**config.mk**
```make
export PLATFORM = sky130hd
export DESIGN_NAME = key_scan
export DESIGN_NICKNAME = d
export VERILOG_FILES = /design/src/rtl/key_scan.sv
export SDC_FILE = /design/constraint.sdc
export NUM_CORES = 1
export LEC_CHECK = 0
export CORE_ASPECT_RATIO = 0.75
export CORE_MARGIN = 2
export CORE_UTILIZATION = 30
export DETAILED_ROUTE_END_ITERATION = 8
export PLACE_DENSITY_LB_ADDON = 0.25
export SYNTH_ARGS = -nofsm -noshare
export SYNTH_HDL_FRONTEND = slang
export SYNTH_SLANG_ARGS = --single-unit
```
**constraint.sdc**
```tcl
create_clock -name sys_clk -period 5.9 [get_ports sys_clk]
set_input_delay 1.475 -clock sys_clk [delete_from_list [all_inputs] [get_ports sys_clk]]
set_output_delay 1.475 -clock sys_clk [all_outputs]
set_load 0.05 [all_outputs]
```
**src/rtl/key_scan.sv**
```systemverilog
// Debounced single-key scanner: synchronizes an active-low raw key, filters
// bounce in both directions, and reports press/release/short/long strobes.
module key_scan #(
  parameter int DEBOUNCE_CNT = 1000000,
  parameter int LONG_CNT     = 50000000
) (
  input  logic       sys_clk,
  input  logic       rst_n,
  input  logic       key_in,
  output logic       key_state,
  output logic       press_pulse,
  output logic       release_pulse,
  output logic       short_pulse,
  output logic       long_pulse,
  output logic [7:0] press_cnt
);

  localparam int DB_W   = (DEBOUNCE_CNT > 1) ? $clog2(DEBOUNCE_CNT) : 1;
  localparam int HOLD_W = (LONG_CNT > 1) ? $clog2(LONG_CNT) : 1;
  localparam logic [DB_W-1:0]   DB_LAST   = DB_W'(DEBOUNCE_CNT - 1);
  localparam logic [HOLD_W-1:0] HOLD_LAST = HOLD_W'(LONG_CNT - 1);

  typedef enum logic [1:0] {
    IDLE,
    PRESS_DB,
    PRESSED,
    RELEASE_DB
  } state_t;

  state_t            state_q, state_d;
  logic [1:0]        sync_q, sync_d;
  logic [DB_W-1:0]   db_cnt_q, db_cnt_d;
  logic [HOLD_W-1:0] hold_cnt_q, hold_cnt_d;
  logic              long_done_q, long_done_d;
  logic              key_state_q, key_state_d;
  logic              press_pulse_q, press_pulse_d;
  logic              release_pulse_q, release_pulse_d;
  logic              short_pulse_q, short_pulse_d;
  logic              long_pulse_q, long_pulse_d;
  logic [7:0]        press_cnt_q, press_cnt_d;
  logic              key_sync;

  // sync_q[1] is the second synchronizer stage; idle level of the key is 1
  assign sync_d   = {sync_q[0], key_in};
  assign key_sync = sync_q[1];

  always_comb begin
    state_d         = state_q;
    db_cnt_d        = db_cnt_q;
    hold_cnt_d      = hold_cnt_q;
    long_done_d     = long_done_q;
    key_state_d     = key_state_q;
    press_pulse_d   = 1'b0;
    release_pulse_d = 1'b0;
    short_pulse_d   = 1'b0;
    long_pulse_d    = 1'b0;
    press_cnt_d     = press_cnt_q;

    // Hold time runs through release debounce so a bounced release does not reset it
    if (state_q == PRESSED || state_q == RELEASE_DB) begin
      if (hold_cnt_q != HOLD_LAST) begin
        hold_cnt_d = hold_cnt_q + HOLD_W'(1);
      end
      if (hold_cnt_d == HOLD_LAST && !long_done_q) begin
        long_pulse_d = 1'b1;
        long_done_d  = 1'b1;
      end
    end

    case (state_q)
      IDLE: begin
        if (!key_sync) begin
          state_d  = PRESS_DB;
          db_cnt_d = '0;
        end
      end
      PRESS_DB: begin
        if (key_sync) begin
          state_d = IDLE;
        end else if (db_cnt_q == DB_LAST) begin
          state_d       = PRESSED;
          key_state_d   = 1'b1;
          press_pulse_d = 1'b1;
          hold_cnt_d    = '0;
          long_done_d   = 1'b0;
          press_cnt_d   = press_cnt_q + 8'd1;
        end else begin
          db_cnt_d = db_cnt_q + DB_W'(1);
        end
      end
      PRESSED: begin
        if (key_sync) begin
          state_d  = RELEASE_DB;
          db_cnt_d = '0;
        end
      end
      RELEASE_DB: begin
        if (!key_sync) begin
          state_d = PRESSED;
        end else if (db_cnt_q == DB_LAST) begin
          state_d         = IDLE;
          key_state_d     = 1'b0;
          release_pulse_d = 1'b1;
          // long_done_d already reflects a long press firing on this same edge
          short_pulse_d   = !long_done_d;
        end else begin
          db_cnt_d = db_cnt_q + DB_W'(1);
        end
      end
      default: state_d = IDLE;
    endcase
  end

  always_ff @(posedge sys_clk or negedge rst_n) begin
    if (!rst_n) begin
      state_q         <= IDLE;
      sync_q          <= 2'b11;
      db_cnt_q        <= '0;
      hold_cnt_q      <= '0;
      long_done_q     <= 1'b0;
      key_state_q     <= 1'b0;
      press_pulse_q   <= 1'b0;
      release_pulse_q <= 1'b0;
      short_pulse_q   <= 1'b0;
      long_pulse_q    <= 1'b0;
      press_cnt_q     <= 8'd0;
    end else begin
      state_q         <= state_d;
      sync_q          <= sync_d;
      db_cnt_q        <= db_cnt_d;
      hold_cnt_q      <= hold_cnt_d;
      long_done_q     <= long_done_d;
      key_state_q     <= key_state_d;
      press_pulse_q   <= press_pulse_d;
      release_pulse_q <= release_pulse_d;
      short_pulse_q   <= short_pulse_d;
      long_pulse_q    <= long_pulse_d;
      press_cnt_q     <= press_cnt_d;
    end
  end

  assign key_state     = key_state_q;
  assign press_pulse   = press_pulse_q;
  assign release_pulse = release_pulse_q;
  assign short_pulse   = short_pulse_q;
  assign long_pulse    = long_pulse_q;
  assign press_cnt     = press_cnt_q;

endmodule

```
## Word-level counts from Yosys, hierarchy flattened

Index checks and enable logic that the tools add are counted.

| cells by class | value |
|---|---|
| add/sub/neg operators | 3 |
| bitwise gates (word level) | 1 |
| muxes and demuxes | 39 |
| equality and inequality tests | 14 |
| reductions and logical operators | 10 |

Operators with widths:

| operator | number |
|---|---|
| two-way mux 26 bit | 6 |
| two-way mux 20 bit | 5 |
| one-hot mux 20 bit (4 select lines) | 1 |
| adder 26 x 1 -> 26 bit (second input constant) | 1 |
| equality test 26 bit (second input constant) | 1 |
| != test 26 bit (second input constant) | 1 |
| adder 20 x 1 -> 20 bit (second input constant) | 1 |
| equality test 20 bit (second input constant) | 1 |
| two-way mux 1 bit | 19 |
| two-way mux 2 bit | 6 |
| != test 2 bit (second input constant) | 5 |
| adder 8 x 1 -> 8 bit (second input constant) | 1 |
| one-hot mux 2 bit (4 select lines) | 1 |
| AND reduction 4 bit | 2 |
| AND reduction 5 bit | 1 |
| equality test 2 bit (second input constant) | 2 |
| != test 3 x 2 -> 1 bit (second input constant) | 1 |
| != test 3 bit (second input constant) | 1 |
| AND reduction 3 bit | 1 |
| equality test 2 x 1 -> 1 bit (second input constant) | 1 |
| logical NOT 1 bit | 2 |
| logical NOT 2 bit | 1 |
| != test 2 x 1 -> 1 bit (second input constant) | 1 |
| one-hot mux 1 bit (2 select lines) | 1 |
| 4 further kinds | 4 |

| word-level totals | value |
|---|---|
| output and inout bits | 13 |
| register bits | 64 |
| input port bits | 3 |
| word-level logic and storage cells | 78 |

## Logic depth before layout (Yosys ltp)

Gate-level depths: netlist of run 1.

| depth | value |
|---|---|
| word-level depth | 11 |
| gate-level depth with buffers | 9 |
| depth with buffers taken out | 8 |

## Worst setup path after synthesis of run 1

Ideal clock, no wire load.

| path | value |
|---|---|
| kind | flip-flop to flip-flop |
| start | register hold_cnt_q[0] |
| end | register short_pulse_q (netlist: short_pulse) |
| period minus slack after synthesis | 2.332 ns |
| data arrival time | 2.213 ns |
| path buffers | 0 |
| library setup time | 0.119 ns |
| stages on the path, launching flop included | 9 |
| required time | 5.781 ns |
| slack | 3.568 ns |
| path through | dfrtp_1 ha_1 inv_1 nor4_4 nand3_1 o211a_1 nor4_2 a41oi_1 and2_1 |

| on the way | value |
|---|---|
| cells in the longest elaborated chain, start to end | 11 |
| elaborated cells between the ends (all ways) | 12 |
| those cells by class | add/sub: 1; eq/ne: 2; mux: 7; reduce/logical: 2 |

RTL lines:

| element | RTL line | source |
|---|---|---|
| from (decl) | 33 | `logic [HOLD_W-1:0] hold_cnt_q, hold_cnt_d;` |
| from (signal assigned) | 131 | `hold_cnt_q <= hold_cnt_d;` |
| adder 26 x 1 -> 26 bit / != test 26 bit (equally long branches) | 62, 61 |  |
| two-way mux 26 bit (*) | 61 | `if (hold_cnt_q != HOLD_LAST) begin` |
| two-way mux 26 bit (*) | 60 | `if (state_q == PRESSED \|\| state_q == RELEASE_DB) begin` |
| equality test 26 bit (*) | 64 | `if (hold_cnt_d == HOLD_LAST && !long_done_q) begin` |
| logical AND 1 bit (*) | 64 |  |
| two-way mux 1 bit (*) | 64 |  |
| two-way mux 1 bit (*) | 60 |  |
| logical NOT 1 bit (*) | 105 | `short_pulse_d = !long_done_d;` |
| two-way mux 1 bit (*) | 100 | `end else if (db_cnt_q == DB_LAST) begin` |
| two-way mux 1 bit (*) | 98 | `if (!key_sync) begin` |
| two-way mux 1 bit (*) | 70 | `case (state_q)` |
| named net short_pulse_d | 38 | `logic short_pulse_q, short_pulse_d;` |
| to (signal assigned) | 136 | `short_pulse_q <= short_pulse_d;` |
| to (decl) | 38 |  |

Mark *: on every way through the listed nets, which the timed path passes. The rest lies on a longest branch. The select of a mux whose other input is x is not followed.
A chain may end at the register's enable or synchronous reset.

## Worst setup path in the final report of run 1

| path | value |
|---|---|
| start | register press_cnt_q[2] (netlist: press_cnt[2]) |
| end | output press_cnt[2] |

RTL lines:

| element | RTL line | source |
|---|---|---|
| from (decl) | 40 | `logic [7:0] press_cnt_q, press_cnt_d;` |
| from (signal assigned) | 138 | `press_cnt_q <= press_cnt_d;` |
| to (decl) | 15 | `output logic [7:0] press_cnt` |

No word-level cell between the ends.

==> results of run 1 <==
[cells by family (layout without fill, tap and decap cells)]
| group | after synthesis | count (layout) | share of synthesized area |
|---|---|---|---|
| compound gates | 60 | 60 | 0.107 |
| xor+xnor | 45 | 45 | 0.113 |
| fa+ha+maj | 3 | 3 | 0.0107 |
| buf+inv | 22 | 41 | 0.0269 |
| flops | 64 | 64 | 0.459 |
| mux | 4 | 4 | 0.0122 |
| simple gates | 167 | 167 | 0.271 |
[synthesized netlist by cell type (2+ instances only)]
cell      number  area share
dfrtp_1       62        0.44
nor2_1        36       0.039
nand2_1       35       0.038
o21ai_0       31       0.044
xor2_1        26       0.065
nand3_1       23       0.033
nand4_1       19       0.034
xnor2_1       19       0.048
a22o_1         9       0.023
a21oi_1        8       0.011
and2_1         8       0.014
and3_1         8       0.014
clkbuf_1       8      0.0086
nor3_1         8       0.011
inv_1          7      0.0075
buf_2          6      0.0086
or3_1          6       0.011
a31oi_1        3      0.0054
and4_1         3      0.0075
ha_1           3       0.011
nor3b_1        3      0.0064
a21o_1         2      0.0043
and4b_1        2      0.0057
dfstp_2        2       0.015
mux2_2         2      0.0064
mux2i_1        2      0.0057
nor4_2         2      0.0072
nor4_4         2       0.012
nor4b_1        2      0.0050
[cell type report]
type,instances,area share
Timing Repair Buffer,18,0.0410
Clock inverter,2,0.00856
Sequential cell,64,0.392
Clock buffer,14,0.0694
Multi-Input combinational cell,279,0.439
Tap cell,144,0.0440
Inverter,7,0.00642
[state kept, by name, indices dropped and copies added (netlist names), named ones only]
name / flops
long_pulse: 1
long_done_q: 1
hold_cnt_q: 26
release_pulse: 1
state_q: 1
sync_q: 2
key_state: 1
press_cnt: 8
short_pulse: 1
db_cnt_q: 20
press_pulse: 1
[worst min path at each step]
| stage | endpoint | slack, ns | cells past startpoint |
|---|---|---|---|
| after floorplan | sync_q[1] | 0.35 | 0 |
| after global placement | sync_q[1] | 0.35 | 0 |
| after detailed placement | sync_q[1] | 0.35 | 0 |
| after CTS | sync_q[1] | 0.35 | 0 |
| after global routing | sync_q[1] | 0.36 | 0 |
| final | sync_q[1] | 0.35 | 0 |
[metrics by stage]
stage | hold WS [ns] | instances | cell area [um2] | power [mW] | worst slack (ns)
after floorplan | 0.345 | 365 | 3490 | 0.464 | 3.57
after global placement | 0.346 | 512 | 3770 | 0.478 | 3.13
after detailed placement | 0.347 | 512 | 3770 | 0.478 | 3.14
after CTS | 0.355 | 528 | 4090 | 1.04 | 2.76
after global routing | 0.363 | 528 | 4090 | 1.07 | 2.72
final | 0.354 | 528 | 4090 | 1.03 | 2.78
[layer usage]
layer | track usage | wire, um | share of wire | up-vias
met5 | 0 | 0 | 0 | -
met4 | 0.0468 | 59 | 0.0076 | 0
met3 | 0.0380 | 336 | 0.044 | 2
met2 | 0.175 | 3080 | 0.40 | 60
met1 | 0.210 | 4240 | 0.55 | 1274
li1 | - | - | - | 1330
[power by group]
group	switching (mW)	total, mW	leakage [nW]	internal (mW)
Combinational	0.0148	0.0213	0.659	0.00652
Sequential	0.00490	0.449	0.883	0.444
Clock	0.188	0.561	0.159	0.372
==> impl_results.md, run 1 <==
* Fraction of synthesis flops using an asynchronous set or reset pin at 1.00
* Number of global-route vias before repair at between 2,000 and 3,000
* Remaining routing DRC violations at 0
* Startpoint of the lowest-slack hold path: sync_q[0]
* IO Pins at 16
* Vias after detailed routing at between 2,000 and 3,000
* Leading cell type in the layout, fill and taps excluded: dfrtp_1
* Largest fanout of any net on the critical path at 5
* Startpoint of the worst setup timing path: press_cnt[2]
* Final Setup Violations at 0
* Clock sink total at 64
* Standard cell core area at around 11,000 um2
* Peak supply drop at between 100 and 150 uV
* Combined area of the multi-input logic cells at ~1800 um2
* Slowest cell on the critical path: clkdlybuf4s50_1
* Core utilization of the finished layout at 0.356
* Reg-to-Reg Start: hold_cnt_q[0]
* Cell chosen for the clock root: clkbuf_16
* Final Hold Fails at 0
* Buffers & Inverters on Critical Path at 1
* Result of the run: completed
* Final TNS setup at 0 ns
* TritonCTS clock tree: done
* PD cells at roughly 250 nW/um2
* Site row count at 34
* Period utilization at 0.529
* Maximum clock path buffer count at 2
* Hold Crit Class: flip-flop to flip-flop
* Critical-path cell list: clkdlybuf4s50_1
* Initial antenna violation count at 0
* Register-to-register setup slack at around 3.2 ns
* Type of the worst setup path: flip-flop to primary output
* Die boundary height at slightly below 100 um
* Final worst path period need at between 3 and 4 ns
* Fin nets at 385
* Dominant register cell in the synthesized netlist: dfrtp_1
* Initial drt markers at 295
* Total of hold buffers inserted after clock tree synthesis at 0
* Number of synthesized register bits at 64
* Post-synthesis cell type count at 47
* Worst setup endpoint: press_cnt[2]
* Die ar. at 12,500 um2
* Worst flop-to-flop path endpoint: short_pulse
* Port-buffer cells at 15
* Total inserted antenna cells at 0
* Total GRT Usage at 0.135
* Number of cells on the worst reg-to-reg path at 8
* Unrepaired setup endpoints after global routing: false
* Layout Skew at around 0.014 ns
* Grt ovf at 0
* Register cell area after layout at 1600 um2
* Leakage power total at 1.70 nW
* Transition at the pin with the smallest max-transition slack at 0.905 ns
* Clock edge transition at the registers on the reported setup and hold paths at 0.05 ns
* Critical path depth at 1
* Maximum number of pins on one net before global-route repair at between 60 and 70
* Synthesized instance count at roughly 370
* Register area share after synthesis at 0.459
* Kind of capture point of the worst setup path: primary output
* Number of slew-limit violations in the final report at 0
* Layout fillers at ~1,200
* Longest individual stage delay on the worst path at between 0.8 and 0.9 ns
* Worst endpoint data arrival time at between 1.5 and 2 ns
* Commonest non-fill, non-tap cells in the layout: dfrtp_1 (62), nor2_1 (36), nand2_1 (35)
* Number of warnings reported in the yosys synthesis log at 0
* Category of cells accounting for the largest share of critical-path delay: buffers and inverters
* Fraction of layout cells with a size suffix above 1 at 0.0885
* Antenna Violating Nets Remaining at 0
* Insertion delay of the later-clocked pin in the worst-skew pair at 0.33 ns
* Detailed Routing Iterations Pass 1 at 4
* EDFF count, synth at 0
* Placer Congestion at between 0.8 and 0.9
* Final routed wirelength across all metal layers at between 7 and 8 mm
* Per-cell via count in the routed design at roughly 5
* Netlist area before placement at roughly 3500 um2
* Synthesized net count at 371
* Post-CTS setup buffers at 0
* Number of resized instances in the post-cts repair step at 0
* Slew Limit Headroom at 0.388
* Die outline width at ~130 um
* Signed area change from the synthesized netlist to the final layout at 17.2%
* Number of buffers created by CTS at 9
* Avg WL per Cell at 14.6 um
* Post-synthesis average cell area at 9.57 um2
* HPWL after detailed placement at about 5.3 mm
* Max-capacitance violation count at 0
* Initial core utilization at 0.304
* Top achievable clock speed at approximately 0.32 GHz
* CTS HTree Levels at 3
* Data required time of the critical path at 4.43 ns
* Element type at the critical path start: flip-flop
* Wire length of the first global-routing pass at roughly 13 mm
No activity file was read; power rests on OpenSTA's default activity.
==> run 2, diff against run 1 <==
- clock period: 5.9 -> 2.6 ns (I/O delays scaled with it)
==> impl_results.md, run 2 (synthesis gave the netlist of run 1 again) <==
* Leading cell type in the layout, fill and taps excluded: dfrtp_1
* Layout Skew at about 0.0064 ns
* Max-capacitance violation count at 0
* Peak supply drop at between 300 and 400 uV
* Worst endpoint data arrival time at around 2.6 ns
* Detailed Routing Iterations Pass 1 at 6
* Final routed wirelength across all metal layers at 7.99 mm
* Die outline width at around 130 um
* Leakage power total at between 1.5 and 2 nW
* Number of slew-limit violations in the final report at 0
* CTS HTree Levels at 3
* Placer Congestion at ~0.84
* Standard cell core area at ~11,000 um2
* Initial core utilization at 0.304
* Number of global-route vias before repair at around 2,700
* Grt ovf at 0
* Die boundary height at just under 100 um
* Combined area of the multi-input logic cells at about 1800 um2
* Vias after detailed routing at around 2,800
* Maximum number of pins on one net before global-route repair at 65
* Avg WL per Cell at 14.5 um
* Register with the most flip-flops: hold_cnt_q
* Total GRT Usage at 0.139
* Clock edge transition at the registers on the reported setup and hold paths at roughly 0.050 ns
* Commonest non-fill, non-tap cells in the layout: dfrtp_1 (62), nor2_1 (36), nand2_1 (35)
* Placement Cell Area at ~3900 um2
* Maximum clock path buffer count at 2
* Type of the worst setup path: flip-flop to flip-flop
* Initial antenna violation count at 0
* Remaining routing DRC violations at 0
* Fin nets at between 400 and 500
* Signed area change from the synthesized netlist to the final layout at 22.4%
* TritonCTS clock tree: done
* Startpoint of the worst setup timing path: hold_cnt_q[3]
* Transition at the pin with the smallest max-transition slack at approximately 0.50 ns
* Post-route cell area at 4280 um2
* Top achievable clock speed at around 0.42 GHz
* Hold Crit Class: primary input to asynchronous set/reset pin
* Final worst path period need at between 2 and 2.5 ns
* Cell chosen for the clock root: clkbuf_16
* Port-buffer cells at 15
* Result of the run: completed
* Initial drt markers at between 100 and 150
* Final Total Pwr at approximately 2.3 mW
* Register-to-register setup slack at roughly 0.2 ns
* Antenna Violating Nets Remaining at 0
* Register cell area after layout at about 1600 um2
* Clock sink total at 64
* Data required time of the critical path at between 2 and 3 ns
* Largest fanout of any net on the critical path at 8
* Final Setup Violations at 0
* Total inserted antenna cells at 0
* IO Pins at 16
* PD cells at between 500 and 600 nW/um2
* Die ar. at about 13,000 um2
* Insertion delay of the later-clocked pin in the worst-skew pair at roughly 0.33 ns
* Period utilization at 0.922
* Kind of capture point of the worst setup path: flip-flop
* Fin Hold WS at 0.322 ns
* Wire length of the first global-routing pass at between 10 and 15 mm
* Reg-to-Reg Start: hold_cnt_q[3]
* Slew Limit Headroom at 0.665
* Element type at the critical path start: flip-flop
* Number of flip-flops in the largest register at 26
* Final TNS setup at 0 ns
* Fraction of layout cells with a size suffix above 1 at 0.143
* Number of cells on the worst reg-to-reg path at 8
* Number of buffers created by CTS at 9
* Per-cell via count in the routed design at about 5
* Total of hold buffers inserted after clock tree synthesis at 0
* Final Hold Fails at 0
* Unrepaired setup endpoints after global routing: false
* HPWL after detailed placement at ~5.4 mm
* Site row count at 34
* Layout fillers at ~1,200
run 2: cell types whose count changed in the layout (fill, tap and decap cells not counted), sizes merged:
cell,change
buf,+22
run 2: path summary, 6_finish.rpt:
| path | to |
|---|---|
| min in group sys_clk | sync_q[1] |
| min reg2reg | sync_q[1] |
| max | short_pulse |
| min | db_cnt_q[8] |
| max in group asynchronous | sync_q[1] |
| max reg2reg | short_pulse |
run 2: worst max-delay path: stages (launching register included):
cell     delay [ns]
dfrtp_1        0.46
nand4_1        0.26
nor4_4         0.38
buf_4          0.18
nand3_1        0.09
o211a_1        0.25
nor4_2         0.29
a41oi_1        0.17
and2_1         0.19
run 2: report_power, final:
part | total [mW] | internal (mW) | switching, mW
Combinational | 0.0517 | 0.0180 | 0.0337
Sequential | 1.02 | 1.01 | 0.0108
Clock | 1.27 | 0.845 | 0.424
run 2: metrics by stage:
step,instances,setup WS (ns),util
after floorplan,365,0.268,-
after global placement,530,0.213,0.342
after detailed placement,530,0.183,0.342
after CTS,546,0.152,0.369
after global routing,550,0.0127,0.372
final,550,0.203,0.372
run 2: area by class of cell:
class,instances,share of cell area
clock inverter,2,0.00819
inverter,7,0.00614
sequential,64,0.375
tap,144,0.0421
timing repair buffer,40,0.0807
multi-input combinational,279,0.421
clock buffer,14,0.0664
run 2: repair_timing:
| action | CTS | global route |
|---|---|---|
| buffers inserted | 0 | 4 |
| setup endpoints to repair | 0 | 3 |
| resized for setup | 0 | 3 |
run 2: metal layers:
layer	global-route usage	wire [um]	vias to the layer above
met3	0.0319	317	8
met1	0.219	4420	1320
met2	0.180	3130	56
li1	-	-	1379
met5	0	0	-
met4	0.0510	121	0
